File: config.mk
export PLATFORM = sky130hd
export DESIGN_NAME = fmap_pad_sched
export DESIGN_NICKNAME = d
export VERILOG_FILES = /design/src/rtl/fmap_pad_sched_pkg.sv /design/src/rtl/fmap_pad_sched_rd_addr_gen.sv /design/src/rtl/fmap_pad_sched.sv
export SDC_FILE = /design/constraint.sdc
export NUM_CORES = 1
export LEC_CHECK = 0
export CAP_MARGIN = 10
export CORE_MARGIN = 5
export CORE_UTILIZATION = 47
export DETAILED_ROUTE_END_ITERATION = 10
export PLACE_DENSITY_LB_ADDON = 0.08
export SETUP_SLACK_MARGIN = 0.2
export SLEW_MARGIN = 30
export SYNTH_ARGS = -nofsm -noshare
export SYNTH_HDL_FRONTEND = slang
export SYNTH_HIERARCHICAL = 1
export SYNTH_SLANG_ARGS = --single-unit
export TNS_END_PERCENT = 5
File: constraint.sdc
create_clock -name clk -period 4.8 [get_ports clk]
set_input_delay 0.96 -clock clk [delete_from_list [all_inputs] [get_ports clk]]
set_output_delay 0.96 -clock clk [all_outputs]
set_load 0.01 [all_outputs]
File: src/rtl/fmap_pad_sched_pkg.sv
// Shared encodings for the feature scratch-pad read sequencer.
package fmap_pad_sched_pkg;
    localparam logic [2:0] ST_IDLE       = 3'b000;
    localparam logic [2:0] ST_START_FULL = 3'b001;
    localparam logic [2:0] ST_READ       = 3'b010;
    localparam logic [2:0] ST_WAIT_LOAD  = 3'b011;
    localparam logic [2:0] ST_START_COL  = 3'b100;
    localparam logic [2:0] ST_DONE       = 3'b101;

    typedef enum logic [2:0] {
        S_IDLE       = ST_IDLE,
        S_START_FULL = ST_START_FULL,
        S_READ       = ST_READ,
        S_WAIT_LOAD  = ST_WAIT_LOAD,
        S_START_COL  = ST_START_COL,
        S_DONE       = ST_DONE
    } state_t;

    localparam logic LOAD_FULL = 1'b1;
    localparam logic LOAD_COL  = 1'b0;
endpackage

File: src/rtl/fmap_pad_sched_rd_addr_gen.sv
// Pad read address generator: idx/pass counters, base+idx address and the
// read-data strobes delayed to line up with the pad RAM output.
module fmap_pad_sched_rd_addr_gen #(
    parameter int AW_F = 8,
    parameter int AW_W = 8
) (
    input  logic            clk,
    input  logic            rst,
    input  logic            clr,
    input  logic            issue,
    input  logic [AW_F-1:0] base,
    input  logic [AW_F-1:0] pixel_num,
    input  logic [AW_W-1:0] weight_num,
    output logic [AW_F-1:0] raddr,
    output logic            win_end,
    output logic            addr_pending,
    output logic            rd_valid,
    output logic            rd_pass_last,
    output logic            rd_win_last
);
    logic [AW_F-1:0] idx;
    logic [AW_W-1:0] pass;
    logic            idx_last;
    logic            pass_final;
    logic            pass_last_q;
    logic            win_last_q;

    assign idx_last   = (idx == pixel_num - AW_F'(1));
    assign pass_final = (pass == weight_num - AW_W'(1));
    assign win_end    = idx_last && pass_final;

    always_ff @(posedge clk or posedge rst) begin
        if (rst) begin
            idx          <= '0;
            pass         <= '0;
            raddr        <= '0;
            addr_pending <= 1'b0;
            pass_last_q  <= 1'b0;
            win_last_q   <= 1'b0;
            rd_valid     <= 1'b0;
            rd_pass_last <= 1'b0;
            rd_win_last  <= 1'b0;
        end else begin
            // stage 1: address cycle, stage 2: data cycle
            addr_pending <= issue;
            pass_last_q  <= issue && idx_last;
            win_last_q   <= issue && win_end;
            rd_valid     <= addr_pending;
            rd_pass_last <= pass_last_q;
            rd_win_last  <= win_last_q;
            if (issue) begin
                raddr <= base + idx;
            end
            if (clr) begin
                idx  <= '0;
                pass <= '0;
            end else if (issue) begin
                if (idx_last) begin
                    idx  <= '0;
                    pass <= pass_final ? '0 : pass + AW_W'(1);
                end else begin
                    idx <= idx + AW_F'(1);
                end
            end
        end
    end
endmodule

File: src/rtl/fmap_pad_sched.sv
// Feature scratch-pad load/read sequencer for one PE: one full-window load,
// then a column load per later window, weight_num read sweeps per window.
//  state      | meaning
//  IDLE       | wait for layer_start, latch config
//  START_FULL | pulse full-window load request
//  READ       | sweep pad addresses, stalled by ready/full
//  WAIT_LOAD  | wait for outstanding load, advance window base
//  START_COL  | pulse single-column load request
//  DONE       | drain read pipeline, pulse layer_done
module fmap_pad_sched
    import fmap_pad_sched_pkg::*;
#(
    parameter int ADDRESSWIDTH_F_PAD = 8,
    parameter int ADDRESSWIDTH_W_PAD = 8,
    parameter int WIN_CNT_WIDTH      = 8
) (
    input  logic                          clk,
    input  logic                          rst,
    input  logic                          layer_start,
    input  logic [WIN_CNT_WIDTH-1:0]      num_windows,
    input  logic [ADDRESSWIDTH_W_PAD-1:0] weight_num,
    input  logic [ADDRESSWIDTH_F_PAD-1:0] pixel_num,
    input  logic [ADDRESSWIDTH_F_PAD-1:0] col_len,
    input  logic                          pad_data_ready,
    input  logic                          pad_full,
    input  logic                          fmap_ready_to_pe,
    output logic                          fmap_load_start,
    output logic                          load_full_cloumn,
    output logic [ADDRESSWIDTH_F_PAD-1:0] raddra_ifmap,
    output logic                          fmap_rd_valid,
    output logic                          pass_last,
    output logic                          window_done,
    output logic                          layer_done,
    output logic                          busy
);
    state_t                        state;
    logic [WIN_CNT_WIDTH-1:0]      nw_q;
    logic [WIN_CNT_WIDTH-1:0]      win;
    logic [ADDRESSWIDTH_W_PAD-1:0] wn_q;
    logic [ADDRESSWIDTH_F_PAD-1:0] pn_q;
    logic [ADDRESSWIDTH_F_PAD-1:0] col_q;
    logic [ADDRESSWIDTH_F_PAD-1:0] base;
    logic                          load_pending;
    logic                          issue;
    logic                          clr;
    logic                          win_end;
    logic                          addr_pending;

    // pad_full is checked combinationally so a same-cycle rise blocks the issue
    assign issue = (state == S_READ) && pad_data_ready && !pad_full;
    assign clr   = (state == S_IDLE) || (state == S_WAIT_LOAD);

    fmap_pad_sched_rd_addr_gen #(
        .AW_F(ADDRESSWIDTH_F_PAD),
        .AW_W(ADDRESSWIDTH_W_PAD)
    ) u_rd_addr_gen (
        .clk         (clk),
        .rst         (rst),
        .clr         (clr),
        .issue       (issue),
        .base        (base),
        .pixel_num   (pn_q),
        .weight_num  (wn_q),
        .raddr       (raddra_ifmap),
        .win_end     (win_end),
        .addr_pending(addr_pending),
        .rd_valid    (fmap_rd_valid),
        .rd_pass_last(pass_last),
        .rd_win_last (window_done)
    );

    always_ff @(posedge clk or posedge rst) begin
        if (rst) begin
            load_pending <= 1'b0;
        end else if (fmap_load_start) begin
            load_pending <= 1'b1;
        end else if (fmap_ready_to_pe) begin
            load_pending <= 1'b0;
        end
    end

    always_ff @(posedge clk or posedge rst) begin
        if (rst) begin
            state            <= S_IDLE;
            nw_q             <= '0;
            wn_q             <= '0;
            pn_q             <= '0;
            col_q            <= '0;
            base             <= '0;
            win              <= '0;
            fmap_load_start  <= 1'b0;
            load_full_cloumn <= 1'b0;
            layer_done       <= 1'b0;
            busy             <= 1'b0;
        end else begin
            fmap_load_start  <= 1'b0;
            load_full_cloumn <= LOAD_COL;
            layer_done       <= 1'b0;
            case (state)
                S_IDLE: begin
                    if (layer_start) begin
                        nw_q  <= num_windows;
                        wn_q  <= weight_num;
                        pn_q  <= pixel_num;
                        col_q <= col_len;
                        base  <= '0;
                        win   <= '0;
                        busy  <= 1'b1;
                        if ((num_windows == '0) || (weight_num == '0) || (pixel_num == '0)) begin
                            state <= S_DONE;
                        end else begin
                            state <= S_START_FULL;
                        end
                    end
                end
                S_START_FULL: begin
                    // a load left pending by the previous layer must finish first
                    if (!load_pending) begin
                        fmap_load_start  <= 1'b1;
                        load_full_cloumn <= LOAD_FULL;
                        state            <= S_READ;
                    end
                end
                S_READ: begin
                    if (issue && win_end) begin
                        state <= (win < nw_q - WIN_CNT_WIDTH'(1)) ? S_WAIT_LOAD : S_DONE;
                    end
                end
                S_WAIT_LOAD: begin
                    if (!load_pending) begin
                        base  <= base + col_q;
                        win   <= win + WIN_CNT_WIDTH'(1);
                        state <= S_START_COL;
                    end
                end
                S_START_COL: begin
                    if (!load_pending) begin
                        fmap_load_start  <= 1'b1;
                        load_full_cloumn <= LOAD_COL;
                        state            <= S_READ;
                    end
                end
                S_DONE: begin
                    // hold layer_done until the final read has left the pipeline
                    if (!addr_pending) begin
                        layer_done <= 1'b1;
                        busy       <= 1'b0;
                        state      <= S_IDLE;
                    end
                end
                default: state <= S_IDLE;
            endcase
        end
    end
endmodule

==> metrics.txt, run 1 <==
Worst VDD drop=0.281 mV; core area=roughly 11,000 µm²; Req. time, crit path=~5.1 ns; CTS tree=done; routability cong.=0.834; Cell Rows=38; min-delay worst type=reg -> reg; top cell type's share of synthesized area=41.9%; worst clock skew=approximately 0.01 ns; multiplexer area fraction after synthesis=under 10%; P per Cell Area=559 nW/µm²; f_max=332 MHz; WL per Instance=16.4 µm; Distinct cells, synth=69; Hold WS=0.354 ns; max-capacitance violation count=0; Mapped Area=5130 µm²; Nets=between 600 and 700; port buffer count=52; initial antenna violation count=0; # diodes=0; internal power=0.00200 W; Synth Area in Simple Gates=between 10% and 20%; Sw Pwr=between 0.001 and 0.0015 W; worst-path maximum fanout=11; First-pass DRT Iterations=4; # IOs=53; sequential power share=between 30% and 40%; xor/xnor share of the synthesized area=7.85%; Setup crit end kind=flop; first-pass GRT wire length=19,400 µm; max-slew violation count=0; Post-CTS Setup Bufs=0; number of synthesized flops with an enable pin=0; # setup viols final=0; synthesized instance count=500; post-synthesis net count=about 570; fraction of layout cells with a size suffix above 1=13.6%; Synth Area in Adders=7.36%; Worst Tran Pin Value=between 0.9 and 1 ns; Die W=114 µm; DRT iter0 DRCs=206; Comb pwr share=46.5%; Primary FF master, synth=dfrtp_1; GRT Total Usage=between 10% and 20%; CTS Buffer Depth=2; Area Growth Syn to Fin=16.9%; status=finished, final reports clean; Async SR Flop Fraction=100%; Synth Register Bits=86; Final Cycle Share=62.7%; post-synthesis compound-gate area fraction=~14%; sequential fraction of the synthesis area=41.9%; setup TNS=0 ns; mean post-synth cell area=10.3 µm²; die height=114 µm; Via density=5.48; Switching Share=between 40% and 50%; Die Area=13,100 µm²; number of global-route vias before repair=3,896; H-tree depth=3; clock share of power=15.3%; Num CTS Buffers=9; via count=3,821; CP arrival=between 3 and 4 ns; most common cell after layout, fill and taps aside=dfrtp_1; critical path class=reg -> reg; clock-pin slew on the worst setup and hold paths=0.09 ns; RSZ-0062 raised after global routing=false; aggregate global routing overflow=0; largest cells by area after synthesis=dfrtp_1 (42%), mux2_2 (8.1%), ha_1 (6.6%); total wire length=11,400 µm; cell taking the most area after synthesis=dfrtp_1; Final ANT Viol Nets=0; Initial Util=47.5%; Final Hold Viols=0; clock sink count=86; Yosys warning count=6; Detailed Place HPWL=around 8600 µm; post-CTS resize count=0; min Tclk post-route=about 3.0 ns; Post-CTS Hold Fix Bufs=0; largest net degree at the start of global routing=31; DRC violations left=0; slew margin rel.=about two fifths; root buffer selected by CTS=clkbuf_8; CP startpoint kind=flop; commonest non-fill, non-tap cells in the layout=dfrtp_1 (86), clkdlybuf4s50_1 (52), mux2_2 (37); largest family of logic cells by synthesized area=simple AND/OR/NAND/NOR gates; clock latency on the worst-skew pair=~0.36 ns; Pleak=roughly 2.6 nW
## power groups by stage
stage	combinational [W]	sequential (W)	clock (W)
2_1_floorplan	0.00123	0.00118	0
3_3_place_gp	0.00152	0.00129	0
3_5_place_dp	0.00156	0.00129	0
4_1_cts	0.00157	0.00128	0.000524
5_1_grt	0.00175	0.00133	0.000556
6_report	0.00156	0.00128	0.000511
## critical path, stage by stage, from the launching register on
cell and delay, ns:
dfrtp_1 0.47, inv_1 0.07, ha_1 0.31, xnor2_1 0.13, a2111oi_0 0.39, o2111ai_1 0.54, nor2_1 0.36, a31oi_4 0.15
nor4_2 0.31, a211o_1 0.13, a31o_1 0.09
## Yosys cell counts, types with 3 or more instances
| cell | instances |
|---|---|
| xnor2_1 | 31 |
| nand3b_1 | 5 |
| clkbuf_1 | 7 |
| o2111ai_1 | 3 |
| o21bai_1 | 3 |
| ha_1 | 27 |
| nor2b_1 | 4 |
| o21ai_0 | 14 |
| dfrtp_1 | 86 |
| a31oi_1 | 3 |
| nand2_1 | 32 |
| a21o_1 | 8 |
| a21oi_1 | 27 |
| buf_2 | 5 |
| and3_1 | 6 |
| nor3_1 | 12 |
| xor2_1 | 15 |
| mux2_2 | 37 |
| nor4_1 | 10 |
| o32ai_1 | 6 |
| nor2_1 | 27 |
| inv_1 | 32 |
| or3_1 | 11 |
| nand2b_1 | 9 |
| nand3_1 | 18 |
| nor3b_1 | 3 |
| nor2_2 | 3 |
| a22o_1 | 3 |
## final timing paths
path / startpoint / endpoint / slack [ns] / cells past startpoint
max: wn_q[0] / state[1] / 1.79 / 10
min: u_rd_addr_gen/win_last_q / u_rd_addr_gen/rd_win_last / 0.35 / 0
max reg2reg: wn_q[0] / state[1] / 1.79 / 10
min reg2reg: u_rd_addr_gen/win_last_q / u_rd_addr_gen/rd_win_last / 0.35 / 0
max in group asynchronous: rst / win[7] / 2.92 / 3
min in group asynchronous: rst / u_rd_addr_gen/rd_win_last / 0.82 / 2
## state kept, by name (all words and copies together), names as in the netlist, 3 cells and up
register             count
base                     8
col_q                    8
nw_q                     8
pn_q                     8
state                    3
u_rd_addr_gen/idx        8
u_rd_addr_gen/pass       8
u_rd_addr_gen/raddr      8
win                      8
wn_q                     8
## logic make-up (layout without fill, tap and decap cells)
kind of cell / Yosys count / count (layout)
AO/OA/AOI/OAI: 95 / 95
XOR/XNOR: 46 / 46
adder cells (fa/ha/maj): 29 / 29
buffers and inverters: 48 / 105
flip-flops: 86 / 86
multiplexers: 38 / 38
AND/OR/NAND/NOR: 158 / 158
## layout make-up
| class | count | area (µm²) |
|---|---|---|
| Fill cell | 971 | 4800 |
| Multi-Input combinational cell | 366 | 2800 |
| Sequential cell | 86 | 2150 |
| Timing Repair Buffer | 58 | 566 |
| Tap cell | 140 | 175 |
| Clock buffer | 11 | 141 |
| Inverter | 32 | 120 |
| Clock inverter | 4 | 47.5 |
## layer usage
layer	share of wire (%)	global-route usage, %
met5	0	0
met4	1.3	5.94
met3	3.0	2.59
met2	48	30.9
met1	48	25.4
## through the flow
stage               std cells  setup slack, ns  utilization, %  total power [W]  instance area, µm²
finish                    697             1.79            55.6          0.00335                6000
global route              697             1.43            55.6          0.00363                6000
CTS                       697             1.77            55.6          0.00338                6000
detailed placement        682             1.79            53.8          0.00285                5810
global placement          682             1.87            53.8          0.00281                5810
floorplan                 500             2.17               -          0.00241                5130
No activity file was read; power rests on OpenSTA's default activity.
==> run 2, diff against run 1 <==
==> constraint.sdc (replaced) <==
create_clock -name clk -period 2.5 [get_ports clk]
set_input_delay 0.5 -clock clk [delete_from_list [all_inputs] [get_ports clk]]
set_output_delay 0.5 -clock clk [all_outputs]
set_load 0.01 [all_outputs]
==> metrics.txt, run 2 (synthesis results as in run 1) <==
First-pass DRT Iterations=4; die height=roughly 110 µm; Buf/Inv on CP=0; Crit path depth=9; Die Area=about 13,000 µm²; routability cong.=roughly 0.83; initial antenna violation count=0; Num CTS Buffers=9; met1 Use GR=24.8%; clock-pin slew on the worst setup and hold paths=0.08 ns; Worst VDD drop=0.530 mV; GRT Max-Usage Layer=met2; failing checks=setup timing; Die W=114 µm; GRT Total Usage=18.9%; most common cell after layout, fill and taps aside=dfrtp_1; Hold Path Cell Cnt=0; Final Cycle Share=100%; via count=3,978; met3 Usage GRT=3.44%; commonest non-fill, non-tap cells in the layout=dfrtp_1 (85), clkdlybuf4s50_1 (52), mux2_2 (37); Worst Setup Slack, final=-0.00563 ns; top cell family by delay on the critical path=simple AND/OR/NAND/NOR gates; WL per Instance=~16 µm; post-layout util=about three fifths; first-pass GRT wire length=about 20,000 µm; critical path class=reg -> reg; clock latency on the worst-skew pair=0.36 ns; Pleak=2.74 nW; final cell count without fillers=about 720; core area=10,800 µm²; min Tclk post-route=2.51 ns; CTS Buffer Depth=2; worst path cell trace=or4_4, nor4_4, o2bb2ai_2, a2bb2oi_2, nand2_2, nor2_4, a31oi_4, a211o_1, a31o_1; total wire length=about 11,000 µm; # IOs=53; fraction of layout cells with a size suffix above 1=around 22%; CP max stage cell=or4_4; # setup viols final=1; slew margin rel.=70.8%; H-tree depth=3; Area Growth Syn to Fin=24.9%; Setup crit end kind=flop; pre-CTS WS=-0.137 ns; Final ANT Viol Nets=0; root buffer selected by CTS=clkbuf_8; Initial Util=47.5%; CTS tree=done; Via density=5.49; DRT iter0 DRCs=243; Final Hold Viols=0; Power, Total=slightly above 0.007 W; clock sink count=86; FF-to-FF path depth=9; Req. time, crit path=around 2.8 ns; met2 usage=a little under a third; DP Cell Count=about 700; DRC violations left=0; port buffer count=52; f_max=399 MHz; RSZ-0062 raised after global routing=true; Worst Tran Pin Value=around 0.44 ns; CP max stage delay=about 0.60 ns; aggregate global routing overflow=0; min-delay worst type=reg -> reg; CP startpoint kind=flop; Cell Rows=38; largest net degree at the start of global routing=57; max-slew violation count=0; P per Cell Area=1110 nW/µm²; Nets=~650; number of global-route vias before repair=4,167; filler instances=949; Detailed Place HPWL=8520 µm; # diodes=0; max-capacitance violation count=0; worst-path maximum fanout=5; status=complete, but fails checks; CP arrival=2.76 ns; worst clock skew=0.00826 ns
==> run 2: path summary, 6_finish.rpt <==
check / startpoint / slack [ns] / to
worst min register to register: u_rd_addr_gen/win_last_q / 0.36 / u_rd_addr_gen/rd_win_last
worst min-delay path: u_rd_addr_gen/win_last_q / 0.36 / u_rd_addr_gen/rd_win_last
min in group asynchronous: rst / 0.54 / wn_q[6]
worst max register to register: pn_q[1] / -0.006 / state[1]
worst max-delay path: pn_q[1] / -0.006 / state[1]
max in group asynchronous: rst / 1.60 / u_rd_addr_gen/idx[1]
==> run 2: what timing repair did <==
item | 4_1_cts | 5_1_grt
setup buffers | 5 | 2
setup endpoints to repair | 16 | 18
resized for setup | 22 | 10
hold buffers | 0 | 0
pin swaps | 17 | 14
==> run 2: per-layer routing <==
| layer | part of all wire (%) | wire [µm] | vias to the layer above |
|---|---|---|---|
| met4 | 1.4 | 158 | 0 |
| met1 | 46 | 5270 | 1938 |
| met2 | 49 | 5620 | 72 |
| met5 | 0 | 0 | - |
| li1 | - | - | 1954 |
| met3 | 3.1 | 348 | 14 |
==> run 2: final cells by class <==
type | instances | area (µm²) | share of cell area (%)
clock buffers | 13 | 169 | 2.64
clock inverters | 3 | 65.1 | 1.02
inverters | 32 | 120 | 1.87
multi-input cells | 366 | 2950 | 46.0
flip-flops and latches | 86 | 2150 | 33.6
well taps | 140 | 175 | 2.73
repair buffers | 84 | 777 | 12.1
==> run 2: stage by stage <==
| stage | hold slack, ns | instance area, µm² | TNS, ns |
|---|---|---|---|
| floorplan | 0.331 | 5150 | -0.127 |
| global placement | 0.334 | 5980 | -0.0790 |
| detailed placement | 0.341 | 5980 | -0.263 |
| CTS | 0.361 | 6350 | -0.00821 |
| global route | 0.384 | 6410 | -0.528 |
| finish | 0.359 | 6410 | -0.00563 |
==> run 2: power breakdown <==
part / switching [W] / internal, W
clock network: 0.000499 / 0.000645
registers: 0.000461 / 0.00186
logic: 0.00179 / 0.00185
total: 0.00275 / 0.00435
==> run 3, diff against run 2 <==
--- a/config.mk
+++ b/config.mk
@@ -8,6 +8,7 @@
 export CAP_MARGIN = 10
 export CORE_MARGIN = 5
 export CORE_UTILIZATION = 47
+export CTS_CLUSTER_SIZE = 24
 export DETAILED_ROUTE_END_ITERATION = 10
 export PLACE_DENSITY_LB_ADDON = 0.08
 export SETUP_SLACK_MARGIN = 0.2
==> results of run 3 <==
No change in the layout: final DEF, timing and power equal those of run 2.
